**src/rtl/mf_ctrl_delay_line.sv**
```systemverilog
// Fixed-depth delay line for a window-counter value and its start strobe.
// It provides a selectable intermediate tap, a strobe occupancy count and rising-edge detection.
module mf_ctrl_delay_line #(
  parameter int DATA_W = 4,
  parameter int DEPTH  = 2,
  parameter int TAP_W  = 4,
  parameter int CNT_W  = 5
) (
  input  logic              CLK,
  input  logic              RST,
  input  logic              en,
  input  logic              clr,
  input  logic [DATA_W-1:0] data_in,
  input  logic              strb_in,
  input  logic [TAP_W-1:0]  tap_sel,
  output logic [DATA_W-1:0] data_out,
  output logic              strb_out,
  output logic [DATA_W-1:0] tap_data,
  output logic              tap_strb,
  output logic              strb_rise,
  output logic [CNT_W-1:0]  inflight,
  output logic              busy,
  output logic              tap_err
);

  localparam logic [TAP_W:0] DEPTH_CMP = (TAP_W+1)'(DEPTH);

  // Index 0 is stage 1, nearest the input; index DEPTH-1 drives the outputs.
  logic [DATA_W-1:0] stg_data [DEPTH];
  logic [DEPTH-1:0]  stg_strb;
  logic [CNT_W-1:0]  cnt;
  logic              prev_out;

  // en advances every stage together; clr flushes and overrides en.
  always_ff @(posedge CLK or negedge RST) begin
    if (!RST) begin
      for (int k = 0; k < DEPTH; k++) begin
        stg_data[k] <= '0;
        stg_strb[k] <= 1'b0;
      end
      cnt <= '0;
    end else if (clr) begin
      for (int k = 0; k < DEPTH; k++) begin
        stg_data[k] <= '0;
        stg_strb[k] <= 1'b0;
      end
      cnt <= '0;
    end else if (en) begin
      stg_data[0] <= data_in;
      stg_strb[0] <= strb_in;
      for (int k = 1; k < DEPTH; k++) begin
        stg_data[k] <= stg_data[k-1];
        stg_strb[k] <= stg_strb[k-1];
      end
      // One strobe enters and one leaves per shift, so the count tracks the popcount.
      case ({strb_in, stg_strb[DEPTH-1]})
        2'b10:   cnt <= cnt + CNT_W'(1);
        2'b01:   cnt <= cnt - CNT_W'(1);
        default: cnt <= cnt;
      endcase
    end
  end

  // Edge history runs on every clock so a rise is still seen while stalled.
  always_ff @(posedge CLK or negedge RST) begin
    if (!RST) prev_out <= 1'b0;
    else      prev_out <= stg_strb[DEPTH-1];
  end

  assign data_out  = stg_data[DEPTH-1];
  assign strb_out  = stg_strb[DEPTH-1];
  assign strb_rise = stg_strb[DEPTH-1] & ~prev_out;
  assign inflight  = cnt;
  assign busy      = (cnt != '0);
  assign tap_err   = ({1'b0, tap_sel} >= DEPTH_CMP);

  // Out-of-range selects fall back to the last stage.
  always_comb begin
    tap_data = stg_data[DEPTH-1];
    tap_strb = stg_strb[DEPTH-1];
    for (int i = 0; i < DEPTH; i++) begin
      if ({1'b0, tap_sel} == (TAP_W+1)'(i)) begin
        tap_data = stg_data[i];
        tap_strb = stg_strb[i];
      end
    end
  end

endmodule

```
**config.mk**
```make
export PLATFORM = sky130hd
export DESIGN_NAME = mf_ctrl_delay_line
export DESIGN_NICKNAME = d
export VERILOG_FILES = /design/src/rtl/mf_ctrl_delay_line.sv
export SDC_FILE = /design/constraint.sdc
export NUM_CORES = 1
export LEC_CHECK = 0
export CAP_MARGIN = 0
export CORE_AREA = 2 2 49 51
export DETAILED_ROUTE_END_ITERATION = 8
export DIE_AREA = 0 0 51 53
export PLACE_DENSITY = 0.76
export SYNTH_ARGS = -nofsm -noshare
export SYNTH_HDL_FRONTEND = slang
export SYNTH_SLANG_ARGS = --single-unit
export TNS_END_PERCENT = 100
```
**constraint.sdc**
```tcl
create_clock -name CLK -period 2.3 [get_ports CLK]
set_clock_uncertainty 0.15 [all_clocks]
set_input_delay 0.575 -clock CLK [delete_from_list [all_inputs] [get_ports CLK]]
set_output_delay 0.575 -clock CLK [all_outputs]
set_load 0.05 [all_outputs]
```
== Word level (Yosys, flattened, before mapping) ==
Cells that the tools add are included.
Storage, ports and cells
  output and inout bits: 18
  logic and storage cells: 29
  flip-flop bits (word level): 16
Operators by class
  equal/unequal tests: 3
  multiplexer cells: 11
  order comparisons: 1
  add/sub/neg operators: 2
  reductions and logical operators: 5
  bitwise gates (word level): 2
Operator list (number)
  8-bit two-way mux: 2
  5-bit two-way mux: 2
  5-bit one-hot mux with 2 select lines: 1
  4-bit two-way mux: 2
  5-bit by 1-bit adder with 5-bit output, second input constant: 1
  5-bit nonzero test: 1
  5-bit by 1-bit subtractor with 5-bit output, second input constant: 1
  4-bit by 1-bit == test with 1-bit output, second input constant: 1
  4-bit by 2-bit >= comparator with 1-bit output, second input constant: 1
  4-bit logical NOT: 1
  2-bit two-way mux: 2
  3-bit nonzero test: 1
  2-bit by 1-bit == test with 1-bit output, second input constant: 1
  2-bit == test, second input constant: 1
  1-bit two-way mux: 2
  2-bit AND reduction: 1
  2-bit nonzero test: 1
  1-bit AND: 1
  1-bit NOT: 1

== Longest topological paths before layout ==
  word-level depth: 4
  mapped depth: 8

== Worst setup path before layout ==
No wires, ideal clock.
  path kind: input-to-output
  from: input tap_sel[3]
  to: output tap_data[0]
  buffers on the path: 0
  required time: 1.575 ns
  stages on the path: 3
  arrival: 1.940 ns
  path slack: -0.365 ns
  path through: or3_1 > nor2_2 > mux2_2
Between the ends
  word-level cells in the longest chain between the ends: 3
Ends and longest elaborated chain
  start, declared: RTL line 15  | input logic [TAP_W-1:0] tap_sel,
  4-bit logical NOT: RTL line 82  | if ({1'b0, tap_sel} == (TAP_W+1)'(i)) begin
  4-bit two-way mux: RTL line 82
  4-bit two-way mux (*): RTL line 82
  end, declared: RTL line 18  | output logic [DATA_W-1:0] tap_data,
Every way passes the cells marked *; elsewhere a longest branch is shown, timed or not.

== Worst setup path after layout ==
  from: input tap_sel[1]
  to: output tap_strb
Between the ends
  word-level cells in the longest chain between the ends: 3
Ends and longest elaborated chain
  4-bit logical NOT: RTL line 82
  1-bit two-way mux: RTL line 82
  1-bit two-way mux (*): RTL line 82
  end, declared: RTL line 19  | output logic tap_strb,
Marked as above.

==> impl_metrics.env <==
export IMPL_synth_fp_nets=96
export IMPL_root_buffer="clkbuf_4"
export IMPL_drt_iter0_drc=12
export IMPL_n_fill_cell=186
export IMPL_yosysSeqAreaShare=0.446
export IMPL_violations="negative setup slack"
export IMPL_area_growth_pct=51.4
export IMPL_relSlewSlack=0.664
export IMPL_numCtsBuffers=3
export IMPL_sw_frac_of_total=0.316
export IMPL_synth_top_family_by_area="multiplexers"
export IMPL_worst_slack_ps=-182
export IMPL_insertion_delay_ps=290
export IMPL_multi_input_area_um2=487
export IMPL_slowest_stage="or3_4"
export IMPL_cap_violations=0
export IMPL_drive_gt1_frac=0.377
export IMPL_synth_simple_area_share=0.132
export IMPL_final_cell_mix="20 x buf_4, 15 x nor2_1, 14 x dfrtp_1"
export IMPL_ant_nets=0
export IMPL_clkPwrFrac=0.232
export IMPL_setup_viol=5
export IMPL_gp_congestion=0.725
export IMPL_grt_pass1_vias=762
export IMPL_r2r_setup_slack_ps=50
export IMPL_numPortBuffers=30
export IMPL_final_hold_viol_count=0
export IMPL_rsz0062_at_grt="true"
export IMPL_grt_usage=0.171
export IMPL_totalWireLength_um=2040
export IMPL_cellLeakagePower_nw=0.714
export IMPL_cp_required_ps=1570
export IMPL_cts_sink_count=16
export IMPL_core_mm2=0.00215
export IMPL_cts_path_max_buffers=2
export IMPL_rr_endpoint="inflight[4]"
export IMPL_crit_type="in2out"
export IMPL_powerDensity_mw_per_mm2=483
export IMPL_rows=17
export IMPL_fp_dieH_um=53
export IMPL_antenna_cells=0
export IMPL_whs_path_depth=0
export IMPL_endpoint_kind="output pin"
export IMPL_fin_crit_ps=2480
export IMPL_yosys_mux_area_fraction=0.209
export IMPL_crit_chain="buf_6 -> or3_4 -> nor2_4 -> mux2_4 -> buf_8"
export IMPL_status="finished, violations left"
export IMPL_dp_hpwl_um=1510
export IMPL_min_path_type="reg2reg"
export IMPL_slowest_delay_ps=390
export IMPL_intPower_mw=0.450
export IMPL_critPathLaunchType="input pin"
export IMPL_post_route_period_util=1.08
export IMPL_htree_levels=1
export IMPL_grt_first_pass_wirelength_um=3390
export IMPL_die_x_um=51
export IMPL_p_switching_mw=0.207
export IMPL_synthDominantCellAreaShare=0.446
export IMPL_tightestPinTransition_ps=503
export IMPL_vias=744
export IMPL_power_mw=0.657
export IMPL_grt_start_max_net_pins=12
export IMPL_nets=138
export IMPL_r2r_start="stg_strb[1]"
export IMPL_peakVddDrop_mv=0.328
export IMPL_yosys_area_share_xor_xnor=0.0292
export IMPL_yosysTopAreaCell="dfrtp_1"
export IMPL_synthTopCellsByArea="dfrtp_1 45%, mux2i_1 13%, mux2_2 6.3%"
export IMPL_final_max_slew_viol_count=0
export IMPL_post_synth_cell_area_avg_um2=11.1
export IMPL_final_seq_area_um2=403
export IMPL_synth_fa_ha_area_frac=0.0279
export IMPL_synth_seq_cells=16
export IMPL_initial_core_util=0.418
export IMPL_holdPathEnd="prev_out"
export IMPL_drc=0
export IMPL_p_comb_frac=0.302
export IMPL_globalRouteOverflowTotal=0
export IMPL_cts_tree="built"
export IMPL_fmax_mhz=403
export IMPL_synth_compound_area_frac=0.104
export IMPL_pwr_share_seq=0.466
export IMPL_drt_first_pass_iters=4
export IMPL_grt_antenna_before_repair=0
export IMPL_worstHoldStart="stg_strb[1]"
export IMPL_crit_fanout=5
export IMPL_crit_arrival_ps=1760
export IMPL_ioPinCount=31
export IMPL_r2r_cells=7
export IMPL_wl_per_cell_um=13.6
export IMPL_vias_per_cell=4.96
export IMPL_placed_cells=142
export IMPL_clk_pin_slew_worst_paths_ps=100
export IMPL_mostFrequentLayoutCell="buf_4"
export IMPL_syn_area_um2=898
export IMPL_netlist_instances=81
export IMPL_synth_distinct_cells=24
export IMPL_die_area_mm2=0.00270
export IMPL_final_cells=150
export IMPL_ys_warn_count=0
==> repair_timing <==
action / in CTS / in global routing
setup buffers: 3 / 1
pin swaps: 4 / 1
gates resized for setup: 21 / 7
gates cloned: 0 / 0
setup endpoints to repair: 8 / 8
hold buffers: 0 / 0
==> sequential cells by signal (all words and copies together) (netlist names) <==
name	flops
stg_data	4
prev_out	1
inflight	5
stg_strb	2
data_out	4
==> stage by stage <==
| step | utilization | cell area, um2 | setup TNS [ps] | hold WS [ps] | setup WS, ps |
|---|---|---|---|---|---|
| after floorplan | - | 921 | -478 | 129 | -144 |
| after global placement | 0.584 | 1250 | -3110 | 296 | -533 |
| after detailed placement | 0.584 | 1250 | -3340 | 306 | -558 |
| after CTS | 0.618 | 1330 | -1040 | 332 | -217 |
| after global routing | 0.633 | 1360 | -1040 | 341 | -214 |
| final | 0.633 | 1360 | -863 | 328 | -182 |
==> power by group through the flow <==
stage                     registers [mW]  clock network [mW]  logic [mW]
after floorplan                    0.327                   0      0.0965
after global placement             0.312                   0       0.181
after detailed placement           0.312                   0       0.185
after CTS                          0.306               0.158       0.193
after global routing               0.308               0.172       0.212
final                              0.306               0.153       0.198
==> synth_stat cells (all sizes together) <==
| cell | n |
|---|---|
| or2 | 1 |
| a21oi | 4 |
| dfrtp | 16 |
| or4 | 1 |
| o21ai | 1 |
| a2111oi | 1 |
| nor2b | 3 |
| nor3 | 1 |
| xor2 | 3 |
| o21a | 1 |
| or3 | 2 |
| mux2i | 12 |
| o31a | 1 |
| a311oi | 1 |
| clkbuf | 1 |
| nor2 | 16 |
| o211a | 1 |
| nand2 | 1 |
| buf | 6 |
| ha | 2 |
| mux2 | 6 |
==> worst max path at each step <==
stage                    start  slack (ps)     endpoint
detailed placement  tap_sel[3]        -560     tap_strb
global route        tap_sel[1]        -210     tap_strb
finish              tap_sel[1]        -180     tap_strb
floorplan           tap_sel[3]        -140  tap_data[3]
CTS                 tap_sel[1]        -220  tap_data[1]
global placement    tap_sel[3]        -530     tap_strb
==> worst max-delay path, delay by kind of cell <==
family	cells	cell delay [ps]
buffers and inverters	2	240
AND/OR/NAND/NOR	2	600
multiplexers	1	340
==> layer usage <==
metal	part of all wire	vias up	global-route usage
met3	0.070	6	0.0395
met1	0.42	344	0.196
met2	0.49	31	0.294
met4	0.022	0	0.0901
li1	-	363	-
met5	0	-	0
==> cell families after synthesis <==
family          after synthesis
flops                        16
mux                          18
xor+xnor                      3
buf+inv                       7
fa+ha+maj                     2
simple gates                 25
compound gates               10
==> layout make-up <==
| type | instances | area share |
|---|---|---|
| multi-input combinational | 58 | 0.358 |
| timing repair buffer | 44 | 0.301 |
| sequential | 16 | 0.296 |
| tap | 28 | 0.0258 |
| clock buffer | 4 | 0.0193 |
Power figures use the tool's default switching activity.
